===== src/rtl/params.svh =====
// Global word-width definition shared by the merge datapath.
//   DW : bits per data word (IEEE-754 single precision).
`ifndef PARAMS_SVH
`define PARAMS_SVH
`define DW 32
`endif


===== src/rtl/merge_pkg.sv =====
// Shared types and helpers for the merge-path blocks.
//   ser_state_t : serializer FSM states (IDLE, SEND)
//   word_t      : one DW-bit data word
//   eff_len     : maps a requested vector length to the number of words sent
`include "params.svh"

package merge_pkg;

  typedef enum logic {IDLE, SEND} ser_state_t;

  typedef logic [`DW-1:0] word_t;

  // A length of 0, or one larger than the vector, means "send the full vector".
  function automatic int unsigned eff_len(input int unsigned len, input int unsigned vn);
    return ((len == 0) || (len > vn)) ? vn : len;
  endfunction

endpackage


===== src/rtl/merge_vec_serializer.sv =====
// Vector-to-word serializer feeding a merge router input port.
// Captures one vector of up to VN words and emits it word 0 first on a
// valid/ready stream. A new vector is accepted in the same cycle the last
// word handshakes, so consecutive vectors stream with no bubble.
//
// Ports:
//   clk, rst     : clock, asynchronous active-high reset
//   vec_data_i   : VN packed words, word i at [i*DW +: DW]
//   vec_len_i    : words to send (0 or > VN means VN)
//   vec_valid_i  : vector offered
//   vec_ready_o  : vector accepted when vec_valid_i & vec_ready_o
//   data_o       : current word (0 when idle)
//   valid_o      : word present
//   ready_i      : downstream can take a word
//   busy_o       : high while sending
//   vec_cnt_o    : completed-vector count, wraps modulo 2^CW
`include "params.svh"

module merge_vec_serializer
  import merge_pkg::*;
#(
  parameter int VN = 8,
  parameter int LW = $clog2(VN + 1),
  parameter int CW = 16
) (
  input  logic                clk,
  input  logic                rst,
  input  logic [VN*`DW-1:0]   vec_data_i,
  input  logic [LW-1:0]       vec_len_i,
  input  logic                vec_valid_i,
  output logic                vec_ready_o,
  output logic [`DW-1:0]      data_o,
  output logic                valid_o,
  input  logic                ready_i,
  output logic                busy_o,
  output logic [CW-1:0]       vec_cnt_o
);

  localparam int HW = $clog2(VN * `DW);

  ser_state_t          state_reg;
  logic [VN*`DW-1:0]   hold_reg;
  logic [LW:0]         len_q_reg;
  logic [LW-1:0]       idx_reg;
  logic [CW-1:0]       vec_cnt_reg;

  logic                w_hs;
  logic                v_hs;
  logic                last;
  logic [LW:0]         len_eff;
  logic [HW-1:0]       word_base;

  assign valid_o   = (state_reg == SEND);
  assign busy_o    = valid_o;
  assign vec_cnt_o = vec_cnt_reg;

  assign w_hs = valid_o & ready_i;
  // len_q is 0 in IDLE, so len_q-1 is all ones there and last stays low.
  assign last = ({1'b0, idx_reg} == (len_q_reg - (LW+1)'(1)));

  // Combinational from ready_i on purpose: lets the next vector load in the
  // same cycle the final word leaves, so there is no gap between vectors.
  assign vec_ready_o = (state_reg == IDLE) | (w_hs & last);
  assign v_hs        = vec_valid_i & vec_ready_o;

  assign len_eff   = (LW+1)'(eff_len(32'(vec_len_i), VN));
  assign word_base = HW'(idx_reg) * HW'(`DW);
  assign data_o    = valid_o ? hold_reg[word_base +: `DW] : '0;

  always_ff @(posedge clk or posedge rst) begin
    if (rst) begin
      state_reg   <= IDLE;
      hold_reg    <= '0;
      len_q_reg   <= '0;
      idx_reg     <= '0;
      vec_cnt_reg <= '0;
    end else begin
      case (state_reg)
        IDLE: begin
          if (v_hs) begin
            hold_reg  <= vec_data_i;
            len_q_reg <= len_eff;
            idx_reg   <= '0;
            state_reg <= SEND;
          end
        end
        SEND: begin
          if (w_hs) begin
            if (!last) begin
              idx_reg <= idx_reg + LW'(1);
            end else begin
              vec_cnt_reg <= vec_cnt_reg + CW'(1);
              idx_reg     <= '0;
              if (v_hs) begin
                hold_reg  <= vec_data_i;
                len_q_reg <= len_eff;
              end else begin
                len_q_reg <= '0;
                state_reg <= IDLE;
              end
            end
          end
        end
        default: state_reg <= IDLE;
      endcase
    end
  end

endmodule


===== config.mk =====
export PLATFORM = sky130hd
export DESIGN_NAME = merge_vec_serializer
export DESIGN_NICKNAME = d
export VERILOG_FILES = /design/src/rtl/merge_pkg.sv /design/src/rtl/merge_vec_serializer.sv
export VERILOG_INCLUDE_DIRS = /design/src /design/src/rtl
export SDC_FILE = /design/constraint.sdc
export NUM_CORES = 1
export LEC_CHECK = 0
export ABC_AREA = 0
export CORE_AREA = 8 8 201 203
export DETAILED_ROUTE_END_ITERATION = 10
export DIE_AREA = 0 0 209 211
export PLACE_DENSITY = 0.71
export SLEW_MARGIN = 5
export SYNTH_ARGS = -nofsm -noshare
export SYNTH_HDL_FRONTEND = slang
export SYNTH_SLANG_ARGS = --single-unit

===== constraint.sdc =====
create_clock -name clk -period 9.1 [get_ports clk]
set_input_delay 1.82 -clock clk [delete_from_list [all_inputs] [get_ports clk]]
set_output_delay 1.82 -clock clk [all_outputs]
set_load 0.03 [all_outputs]

==> results of run 1 <==
-- kinds of logic after synthesis --
kind of cell | synth area share
compound gates | 0.00959
fa+ha+maj | 0.00294
buf+inv | 0.0219
simple gates | 0.0360
flops | 0.550
xor+xnor | 0.0151
mux | 0.364
-- per-stage QoR --
step                      instances  instance area [µm²]
after floorplan                 813                12800
after global placement         1555                16400
after CTS                      1613                17500
after detailed placement       1555                16400
after global routing           1616                17500
final                          1616                17500
-- final cells by class --
type	instances	area, µm²	area share
clock inverters	4	48.8	0.00279
repair buffers	323	3240	0.185
well taps	474	593	0.0339
inverters	6	26.3	0.00150
clock buffers	54	1040	0.0595
multi-input cells	471	5480	0.314
flip-flops and latches	281	7040	0.403
diodes	3	7.51	0.000430
-- routing by layer --
metal / global-route usage / share of wire / vias to the layer above
met5: 0 / 0.0015 / -
met4: 0.0605 / 0.029 / 8
met3: 0.0417 / 0.059 / 62
met2: 0.255 / 0.49 / 224
met1: 0.182 / 0.42 / 4032
li1: - / - / 3601
-- critical path, cell delays in order (launching register included) --
cell	delay [ns]
sky130_fd_sc_hd__dfrtp_4	0.92
sky130_fd_sc_hd__buf_4	0.67
sky130_fd_sc_hd__mux4_2	0.64
sky130_fd_sc_hd__mux2i_1	0.15
sky130_fd_sc_hd__nor2b_1	0.06
sky130_fd_sc_hd__clkdlybuf4s50_1	0.59
-- path summary, 6_finish.rpt --
| check | cells after the start | start | slack, ns | endpoint |
|---|---|---|---|---|
| min reg2reg | 1 | vec_cnt_o[15] | 0.48 | vec_cnt_o[15] |
| max | 5 | idx_reg[0] | 3.60 | data_o[26] |
| max in group asynchronous | 4 | rst | 5.25 | hold_reg[42] |
| max reg2reg | 7 | idx_reg[0] | 5.36 | hold_reg[234] |
| min in group asynchronous | 2 | rst | 1.76 | hold_reg[26] |
| min | 1 | vec_cnt_o[15] | 0.48 | vec_cnt_o[15] |
-- cells in the final DEF, fill, tap and decap left out, types with 2 or more instances in the layout --
cell                              count
sky130_fd_sc_hd__a32o_1               3
sky130_fd_sc_hd__and2_1               2
sky130_fd_sc_hd__and3_1               7
sky130_fd_sc_hd__buf_12               2
sky130_fd_sc_hd__buf_4                7
sky130_fd_sc_hd__clkbuf_1            12
sky130_fd_sc_hd__clkbuf_16           37
sky130_fd_sc_hd__clkbuf_8             5
sky130_fd_sc_hd__clkdlybuf4s50_1    314
sky130_fd_sc_hd__clkinv_2             2
sky130_fd_sc_hd__dfrtp_1            277
sky130_fd_sc_hd__dfrtp_2              2
sky130_fd_sc_hd__dfrtp_4              2
sky130_fd_sc_hd__diode_2              3
sky130_fd_sc_hd__ha_1                 3
sky130_fd_sc_hd__inv_1                5
sky130_fd_sc_hd__mux2_1             257
sky130_fd_sc_hd__mux2i_1             32
sky130_fd_sc_hd__mux4_2              64
sky130_fd_sc_hd__nand2_1              5
sky130_fd_sc_hd__nand2b_1             3
sky130_fd_sc_hd__nand3_1              7
sky130_fd_sc_hd__nand4_1              9
sky130_fd_sc_hd__nor2_1               4
sky130_fd_sc_hd__nor2b_1             34
sky130_fd_sc_hd__nor3_1               3
sky130_fd_sc_hd__o21ai_0              5
sky130_fd_sc_hd__o31ai_1              2
sky130_fd_sc_hd__xnor2_1             21
-- where the power goes --
part	switching [mW]	leakage, nW	total, mW	internal [mW]
logic	1.11	3.47	2.48	1.37
registers	0.379	3.47	2.21	1.83
clock network	0.509	0.533	1.32	0.809
==> load_flow_metrics.sql, run 1 <==
INSERT INTO impl_metrics (metric_group, metric, value, unit) VALUES
('timing', 'timing.slew.headroom', '0.323', ''),
('layout', 'final_layout_size_suffix_gt1_frac', '0.112', ''),
('pwr', 'power.density_cell_area', '344', 'nW/µm²'),
('clock_tree', 'number_of_hold_repair_buffers_added_at_the_cts_stage', '0', ''),
('synth', 'yosysWarnings', '0', ''),
('timing', 'hold-worst-slack', '0.476', 'ns'),
('pwr', 'vdd_ir_drop_max', '0.283', 'mV'),
('critical_path', 'cp_max_fo', '36', ''),
('route', 'drt_drc_violations_left', '0', ''),
('timing', 'timing_worst_slew_pin_value', '1.01', 'ns'),
('timing', 'rsz0062_at_grt', 'no', ''),
('clock_tree', 'cts_made_buffers', '34', ''),
('flow_run', 'max_cap_violation_count', '0', ''),
('clock_tree', 'postCtsResizedCells', '0', ''),
('critical_path', 'critPathCaptureType', 'output port', ''),
('timing', 'final.setup_skew', '0.0204', 'ns'),
('critical_path', 'cp-start-kind', 'flop', ''),
('timing', 'setup_viol', '0', ''),
('synth', 'largest_cells_by_area_after_synthesis', 'sky130_fd_sc_hd__dfrtp_1 (55%), sky130_fd_sc_hd__mux2_1 (23%), sky130_fd_sc_hd__mux4_2 (11%)', ''),
('timing', 'final-hold-violation-count', '0', ''),
('clock_tree', 'post_cts.repair.setup_buffers', '0', ''),
('hold_path', 'hold_path_class', 'flop to flop', ''),
('synth', 'yosysSeqAreaShare', '0.550', ''),
('die', 'die-height', '211', 'µm'),
('route', 'vias_per_cell', '4.91', ''),
('place', 'place.detailed.hpwl', '23400', 'µm'),
('synth', 'synthFlopType', 'sky130_fd_sc_hd__dfrtp_1', ''),
('layout', 'n_fill_cell', '3259', ''),
('pwr', 'leakage', '7.47', 'nW'),
('synth', 'synth_area_per_cell', '15.7', 'µm²'),
('clock_tree', 'tritoncts_num_sinks', '281', ''),
('clock_tree', 'tritoncts_clock_tree', 'done', ''),
('timing', 'layout_worst_path_cycle_share', '0.604', ''),
('global_routing', 'largest_net_degree_at_the_start_of_global_routing', '140', ''),
('clock_tree', 'clock_path_buffers', '3', ''),
('global_routing', 'grt_first_pass_wirelength', '52300', 'µm'),
('synth', 'synth.cells.most_frequent', 'sky130_fd_sc_hd__dfrtp_1 (281), sky130_fd_sc_hd__mux2_1 (257), sky130_fd_sc_hd__mux4_2 (64)', ''),
('route', 'drt_wl_total', '33300', 'µm'),
('global_routing', 'antenna_found_initial', '7', ''),
('route', 'ant_nets', '0', ''),
('outcome', 'run_status', 'finished clean', ''),
('place', 'preCtsSetupSlack', '3.89', 'ns'),
('synth', 'postSynth.asyncResetShare', '1.00', ''),
('clock_tree', 'clk_latency', '0.52', 'ns'),
('die', 'core-area', '37100', 'µm²'),
('synth', 'yosysTopAreaCell', 'sky130_fd_sc_hd__dfrtp_1', ''),
('global_routing', 'grt_pass1_vias', '8969', ''),
('route', 'drt_iter0_markers', '294', ''),
('timing', 'timing_max_transition_violations_final', '0', ''),
('layout', 'area_growth', '36.7', '%'),
('synth', 'post_synth_instance_area', '12800', 'µm²'),
('die', 'rows', '71', ''),
('clock_tree', 'cts_root_buffer', 'sky130_fd_sc_hd__clkbuf_16', ''),
('die', 'floorplan.die.width', '209', 'µm'),
('critical_path', 'crit_required', '7.28', 'ns'),
('timing', 'final.setup.worst_slack', '3.60', 'ns'),
('synth', 'synth-edff-count', '0', ''),
('die', 'initial_core_util', '0.344', ''),
('place', 'place.gp.congestion', '0.752', ''),
('die', 'ioPinCount', '315', ''),
('timing', 'setup_tns', '0', 'ns'),
('synth', 'syn-num-nets', '1080', ''),
('route', 'routedWlPerCell', '20.6', 'µm'),
('synth', 'synth_largest_type_area_fraction', '0.550', ''),
('layout', 'fin_util', '0.471', ''),
('layout', 'fin_nets', '1384', ''),
('critical_path', 'setup.worst_path.class', 'flop to output port', ''),
('die', 'fp.dieArea', '44100', 'µm²'),
('timing', 'achievable-frequency', '182', 'MHz'),
('layout', 'largest_register_ffs', '256', ''),
('route', 'route.vias.total', '7927', ''),
('clock_tree', 'worst_setup_hold_path_clk_slew', '0.06', 'ns'),
('global_routing', 'grt_usage', '0.151', ''),
('place', 'port_buffers', '314', ''),
('pwr', 'design_power', '6.01', 'mW'),
('synth', 'yosys.cell_types.count', '33', ''),
('clock_tree', 'h-tree-depth', '2', ''),
('route', 'dr.pass1.iters', '4', ''),
('synth', 'post_synth_inst_count', '813', ''),
('critical_path', 'timing.critical_path.arrival', '3.68', 'ns'),
('synth', 'post-synth-top-count-cell', 'sky130_fd_sc_hd__dfrtp_1', ''),
('global_routing', 'globalRoute.totalOverflow', '0', ''),
('synth', 'yosys_register_bits', '281', ''),
('timing', 'period_minus_slack', '5.50', 'ns');
(Power assumes the default switching activity.)
==> inputs of run 2 (changes only) <==
--- a/config.mk
+++ b/config.mk
@@ -10,7 +10,7 @@
 export CORE_AREA = 8 8 201 203
 export DETAILED_ROUTE_END_ITERATION = 10
 export DIE_AREA = 0 0 209 211
-export PLACE_DENSITY = 0.71
+export PLACE_DENSITY = 0.68
 export SLEW_MARGIN = 5
 export SYNTH_ARGS = -nofsm -noshare
 export SYNTH_HDL_FRONTEND = slang
==> constraint.sdc (replaced) <==
create_clock -name clk -period 5.7 [get_ports clk]
set_input_delay 1.14 -clock clk [delete_from_list [all_inputs] [get_ports clk]]
set_output_delay 1.14 -clock clk [all_outputs]
set_load 0.03 [all_outputs]
==> run 2 against run 1 <==
  * Cell area up 0.87%
  * Clock skew down 0.0048 ns
  * Setup slack worse by 2.3 ns
  * Clock-buffer cell count down 3
  * Combinational power up 58%
  * Die area unchanged
  * Core utilization up 0.41 points
==> load_flow_metrics.sql, run 2 (synthesized netlist as in run 1, its figures left out) <==
INSERT INTO impl_metrics (metric_group, metric, value, unit) VALUES
('timing', 'setup_viol', '0', ''),
('route', 'ant_nets', '0', ''),
('flow_run', 'max_cap_violation_count', '0', ''),
('layout', 'final_layout_size_suffix_gt1_frac', '0.122', ''),
('place', 'port_buffers', '314', ''),
('clock_tree', 'clock_path_buffers', '3', ''),
('die', 'fp.dieArea', '44100', 'µm²'),
('layout', 'fin_nets', '1390', ''),
('timing', 'final.setup_skew', '0.0156', 'ns'),
('global_routing', 'grt_pass1_vias', '9129', ''),
('clock_tree', 'tritoncts_clock_tree', 'done', ''),
('critical_path', 'crit_required', '4.56', 'ns'),
('clock_tree', 'worst_setup_hold_path_clk_slew', '0.06', 'ns'),
('clock_tree', 'cts_root_buffer', 'sky130_fd_sc_hd__clkbuf_16', ''),
('route', 'drt_drc_violations_left', '0', ''),
('critical_path', 'critPathCaptureType', 'output port', ''),
('pwr', 'vdd_ir_drop_max', '0.413', 'mV'),
('critical_path', 'timing.critical_path.arrival', '3.23', 'ns'),
('route', 'route.vias.total', '7987', ''),
('die', 'floorplan.die.width', '209', 'µm'),
('clock_tree', 'number_of_hold_repair_buffers_added_at_the_cts_stage', '0', ''),
('clock_tree', 'post_cts.repair.setup_buffers', '0', ''),
('clock_tree', 'h-tree-depth', '2', ''),
('pwr', 'power.density_cell_area', '552', 'nW/µm²'),
('layout', 'layout.cells.most_common_list', 'sky130_fd_sc_hd__clkdlybuf4s50_1 (314), sky130_fd_sc_hd__dfrtp_1 (277), sky130_fd_sc_hd__mux2_1 (257), sky130_fd_sc_hd__mux4_2 (64), sky130_fd_sc_hd__clkbuf_16 (37)', ''),
('global_routing', 'globalRoute.totalOverflow', '0', ''),
('critical_path', 'cp_cell_sequence', 'buf_12 -> mux4_2 -> mux2i_1 -> nor2b_1 -> clkdlybuf4s50_1', ''),
('critical_path', 'setup.worst_path.class', 'flop to output port', ''),
('place', 'place.gp.congestion', '0.743', ''),
('route', 'dr.pass1.iters', '4', ''),
('timing', 'timing_worst_slew_pin_value', '1.04', 'ns'),
('die', 'initial_core_util', '0.344', ''),
('pwr', 'design_power', '9.73', 'mW'),
('global_routing', 'largest_net_degree_at_the_start_of_global_routing', '115', ''),
('die', 'core-area', '37100', 'µm²'),
('route', 'drt_iter0_markers', '309', ''),
('layout', 'largest_register_ffs', '256', ''),
('timing', 'achievable-frequency', '229', 'MHz'),
('clock_tree', 'cts_made_buffers', '35', ''),
('route', 'vias_per_cell', '4.92', ''),
('die', 'rows', '71', ''),
('global_routing', 'grt_first_pass_wirelength', '53500', 'µm'),
('pwr', 'leakage', '7.55', 'nW'),
('hold_path', 'hold_path_class', 'flop to flop', ''),
('global_routing', 'grt_usage', '0.154', ''),
('place', 'place.detailed.hpwl', '24200', 'µm'),
('die', 'ioPinCount', '315', ''),
('clock_tree', 'tritoncts_num_sinks', '281', ''),
('critical_path', 'regToRegSetupSlack', '2.12', 'ns'),
('timing', 'timing.slew.headroom', '0.309', ''),
('timing', 'layout_worst_path_cycle_share', '0.767', ''),
('layout', 'area_growth', '37.9', '%'),
('timing', 'final-hold-violation-count', '0', ''),
('critical_path', 'worst_path_max_delay_cell', 'sky130_fd_sc_hd__dfrtp_4', ''),
('die', 'die-height', '211', 'µm'),
('route', 'drt_wl_total', '33700', 'µm'),
('timing', 'rsz0062_at_grt', 'no', ''),
('critical_path', 'cp_max_fo', '37', ''),
('outcome', 'run_status', 'finished clean', ''),
('route', 'routedWlPerCell', '20.7', 'µm'),
('clock_tree', 'postCtsResizedCells', '0', ''),
('timing', 'setup_tns', '0', 'ns'),
('critical_path', 'cp-start-kind', 'flop', ''),
('critical_path', 'critical-path-max-stage-delay', '0.93', 'ns'),
('timing', 'timing_max_transition_violations_final', '0', ''),
('timing', 'period_minus_slack', '4.37', 'ns'),
('layout', 'final_common_cell', 'sky130_fd_sc_hd__clkdlybuf4s50_1', ''),
('global_routing', 'antenna_found_initial', '2', ''),
('clock_tree', 'clk_latency', '0.52', 'ns');
run 2: per-layer routing:
layer / wire length [µm] / track usage / part of all wire
met5: 0 / 0 / 0
met4: 690 / 0.0537 / 0.020
met3: 1690 / 0.0362 / 0.050
met2: 16500 / 0.255 / 0.49
met1: 14800 / 0.197 / 0.44
run 2: final timing paths:
check | start | end | cells past startpoint
max | idx_reg[0] | data_o[5] | 5
max reg2reg | idx_reg[1] | hold_reg[207] | 7
min reg2reg | vec_cnt_o[15] | vec_cnt_o[15] | 1
max in group asynchronous | rst | hold_reg[170] | 3
min in group asynchronous | rst | hold_reg[56] | 2
min | vec_cnt_o[15] | vec_cnt_o[15] | 1
run 2: critical path: cells and delay by family, from the launching register on:
family	cells	cell delay, ns
buf+inv	2	0.97
flops	1	0.93
mux	2	0.68
simple gates	1	0.08
run 2: final cells by class:
class / instances / area, µm²
timing repair buffer: 328 / 3320
antenna: 3 / 7.51
inverter: 6 / 26.3
multi-input combinational: 471 / 5480
fill: 3242 / 19500
clock inverter: 10 / 105
tap: 474 / 593
sequential: 281 / 7040
clock buffer: 51 / 1050
run 2: power breakdown:
part | internal, mW | switching, mW
Clock | 1.36 | 0.832
Combinational | 2.22 | 1.70
Sequential | 2.93 | 0.687
Total | 6.51 | 3.22
run 2: metrics by stage:
step	cell area [µm²]	std cells	hold WS, ns	utilization	setup slack [ns]
4_1_cts	17600	1621	0.478	0.475	1.19
6_report	17600	1624	0.473	0.475	1.33
5_1_grt	17600	1623	0.495	0.475	1.06
2_1_floorplan	12800	813	0.459	-	0.839
3_3_place_gp	16500	1560	0.465	0.443	1.82
3_5_place_dp	16500	1560	0.470	0.443	1.78
==> inputs of run 3 (changes only) <==
--- a/config.mk
+++ b/config.mk
@@ -10,7 +10,7 @@
 export CORE_AREA = 8 8 201 203
 export DETAILED_ROUTE_END_ITERATION = 10
 export DIE_AREA = 0 0 209 211
-export PLACE_DENSITY = 0.68
+export PLACE_DENSITY = 0.71
 export SLEW_MARGIN = 5
 export SYNTH_ARGS = -nofsm -noshare
 export SYNTH_HDL_FRONTEND = slang
==> constraint.sdc (replaced) <==
create_clock -name clk -period 4 [get_ports clk]
set_input_delay 0.8 -clock clk [delete_from_list [all_inputs] [get_ports clk]]
set_output_delay 0.8 -clock clk [all_outputs]
set_load 0.03 [all_outputs]
==> run 3 against run 2 <==
  * Clock power rose by 35%
  * Worst hold slack improved by 0.0044 ns
  * First-iteration DRC count fell by 12%
  * Wire length fell by 0.99%
  * Setup slack got worse by 0.99 ns
  * Largest power group unchanged
  * Largest cell class unchanged
  * Core utilization fell by 0.091 points
  * Highest routed layer is now met5
  * Combinational power rose by 49%
  * Non-clock buffer count rose by 6
==> load_flow_metrics.sql, run 3 (synthesized netlist as in run 1, its figures left out) <==
INSERT INTO impl_metrics (metric_group, metric, value, unit) VALUES
('pwr', 'power_frac_seq', '0.360', ''),
('critical_path', 'timing.critical_path.arrival', '2.86', 'ns'),
('route', 'wl_met1', '14800', 'µm'),
('clock_tree', 'cts_made_buffers', '31', ''),
('route', 'vias_per_cell', '4.92', ''),
('route', 'met2WireLength', '16200', 'µm'),
('timing', 'timing_max_transition_violations_final', '0', ''),
('global_routing', 'grt_pass1_vias', '9259', ''),
('route', 'routedWlPerCell', '20.6', 'µm'),
('clock_tree', 'worst_setup_hold_path_clk_slew', '0.06', 'ns'),
('die', 'ioPinCount', '315', ''),
('layout', 'final_layout_size_suffix_gt1_frac', '0.124', ''),
('pwr', 'power.switching', '4.59', 'mW'),
('die', 'core-area', '37100', 'µm²'),
('clock_tree', 'postCtsResizedCells', '0', ''),
('outcome', 'run_status', 'finished clean', ''),
('global_routing', 'antenna_found_initial', '3', ''),
('die', 'fp.dieArea', '44100', 'µm²'),
('layout', 'n_fill_cell', '3292', ''),
('hold_path', 'hold_path_class', 'flop to flop', ''),
('global_routing', 'largest_net_degree_at_the_start_of_global_routing', '141', ''),
('route', 'drt_drc_violations_left', '0', ''),
('clock_tree', 'cts_root_buffer', 'sky130_fd_sc_hd__clkbuf_16', ''),
('flow_run', 'max_cap_violation_count', '0', ''),
('pwr', 'internal_dissipation', '9.19', 'mW'),
('pwr', 'comb_power_share', '0.424', ''),
('critical_path', 'crit_required', '3.20', 'ns'),
('global_routing', 'grt_first_pass_wirelength', '53400', 'µm'),
('place', 'preCtsSetupSlack', '0.844', 'ns'),
('critical_path', 'setup.worst_path.class', 'flop to output port', ''),
('critical_path', 'cp-start-kind', 'flop', ''),
('global_routing', 'globalRoute.totalOverflow', '0', ''),
('clock_tree', 'number_of_hold_repair_buffers_added_at_the_cts_stage', '0', ''),
('pwr', 'power.density_cell_area', '783', 'nW/µm²'),
('pwr', 'power_switching_share', '0.333', ''),
('die', 'initial_core_util', '0.344', ''),
('clock_tree', 'h-tree-depth', '1', ''),
('layout', 'area_growth', '37.7', '%'),
('layout', 'fin_util', '0.474', ''),
('timing', 'final.setup_skew', '0.0122', 'ns'),
('place', 'place.gp.congestion', '0.761', ''),
('route', 'drt_iter0_markers', '271', ''),
('layout', 'largest_register_ffs', '256', ''),
('route', 'dr.pass1.iters', '4', ''),
('clock_tree', 'tritoncts_clock_tree', 'done', ''),
('clock_tree', 'post_cts.repair.setup_buffers', '0', ''),
('route', 'route.met3.wl', '1680', 'µm'),
('layout', 'fin_nets', '1392', ''),
('timing', 'timing.slew.headroom', '0.414', ''),
('route', 'drt_wl_total', '33400', 'µm'),
('place', 'place.detailed.hpwl', '24200', 'µm'),
('place', 'port_buffers', '314', ''),
('route', 'route.vias.total', '7988', ''),
('die', 'floorplan.die.width', '209', 'µm'),
('place', 'number_of_instances_in_the_placed_design', '1566', ''),
('timing', 'final-hold-violation-count', '0', ''),
('timing', 'achievable-frequency', '273', 'MHz'),
('global_routing', 'grt_usage', '0.152', ''),
('layout', 'final_common_cell', 'sky130_fd_sc_hd__clkdlybuf4s50_1', ''),
('timing', 'period_minus_slack', '3.66', 'ns'),
('critical_path', 'critPathCaptureType', 'output port', ''),
('timing', 'layout_worst_path_cycle_share', '0.916', ''),
('clock_tree', 'clk_latency', '0.56', 'ns'),
('timing', 'rsz0062_at_grt', 'no', ''),
('layout', 'layout.cells.most_common_list', 'sky130_fd_sc_hd__clkdlybuf4s50_1 (314), sky130_fd_sc_hd__dfrtp_1 (277), sky130_fd_sc_hd__mux2_1 (257), sky130_fd_sc_hd__mux4_2 (64), sky130_fd_sc_hd__nor2b_1 (34)', ''),
('route', 'ant_nets', '0', ''),
('layout', 'post_layout_nonfiller_instances', '1622', ''),
('pwr', 'clockPowerShare', '0.216', ''),
('clock_tree', 'tritoncts_num_sinks', '281', ''),
('critical_path', 'cp_max_fo', '21', ''),
('die', 'die-height', '211', 'µm'),
('pwr', 'vdd_ir_drop_max', '0.541', 'mV'),
('die', 'rows', '71', ''),
('route', 'highest-signal-layer', 'met5', ''),
('clock_tree', 'clock_path_buffers', '3', ''),
('timing', 'setup_viol', '0', ''),
('pwr', 'leakage', '7.54', 'nW'),
('timing', 'timing_worst_slew_pin_value', '0.879', 'ns'),
('timing', 'final.setup.worst_slack', '0.337', 'ns');
## run 3: cell count changes in the layout (fill, tap and decap cells not counted), sizes merged
cell and delta:
buf +6, bufinv +3, clkbuf -10, clkinv +1
diode -2
## run 3: worst paths after layout
kind / start / end / slack (ns) / cells past startpoint
max: idx_reg[2] / data_o[6] / 0.34 / 4
min: vec_cnt_o[15] / vec_cnt_o[15] / 0.48 / 1
max reg2reg: len_q_reg[0] / hold_reg[41] / 1.05 / 9
min reg2reg: vec_cnt_o[15] / vec_cnt_o[15] / 0.48 / 1
max in group asynchronous: rst / hold_reg[72] / 2.31 / 3
min in group asynchronous: rst / hold_reg[25] / 0.72 / 2
## run 3: per-layer routing
layer,GRT usage,vias to the layer above
met5,0,-
met3,0.0325,46
li1,-,3616
met1,0.196,4112
met4,0.0408,4
met2,0.258,210
## run 3: metrics by stage
| step | power (mW) | setup TNS [ns] | instance area, µm² | hold slack, ns |
|---|---|---|---|---|
| 6_report | 13.8 | 0 | 17600 | 0.477 |
| 3_3_place_gp | 10.8 | 0 | 16500 | 0.464 |
| 5_1_grt | 14.7 | 0 | 17600 | 0.502 |
| 2_1_floorplan | 8.88 | -146.49 | 12800 | 0.459 |
| 4_1_cts | 14.0 | 0 | 17600 | 0.483 |
| 3_5_place_dp | 11.0 | 0 | 16500 | 0.471 |
## run 3: worst max-delay path: stages (launching register included)
cell                              delay [ns]
sky130_fd_sc_hd__dfrtp_2                0.83
sky130_fd_sc_hd__buf_4                  0.49
sky130_fd_sc_hd__mux2i_1                0.16
sky130_fd_sc_hd__nor2b_1                0.13
sky130_fd_sc_hd__clkdlybuf4s50_1        0.68
## run 3: power groups by stage
stage | combinational [mW] | clock (mW) | sequential (mW)
after floorplan | 4.21 | 0 | 4.66
after global placement | 5.83 | 0 | 4.95
after detailed placement | 5.93 | 0 | 5.03
after CTS | 5.96 | 3.06 | 4.99
after global routing | 6.33 | 3.17 | 5.16
final | 5.84 | 2.98 | 4.96
## run 3: cell type report
cell class,instances,area (µm²),share of cell area
repair buffers,334,3380,0.192
well taps,474,593,0.0337
flip-flops and latches,281,7040,0.400
inverters,6,26.3,0.00149
clock buffers,41,863,0.0491
diodes,1,2.50,0.000142
clock inverters,14,204,0.0116
multi-input cells,471,5480,0.312
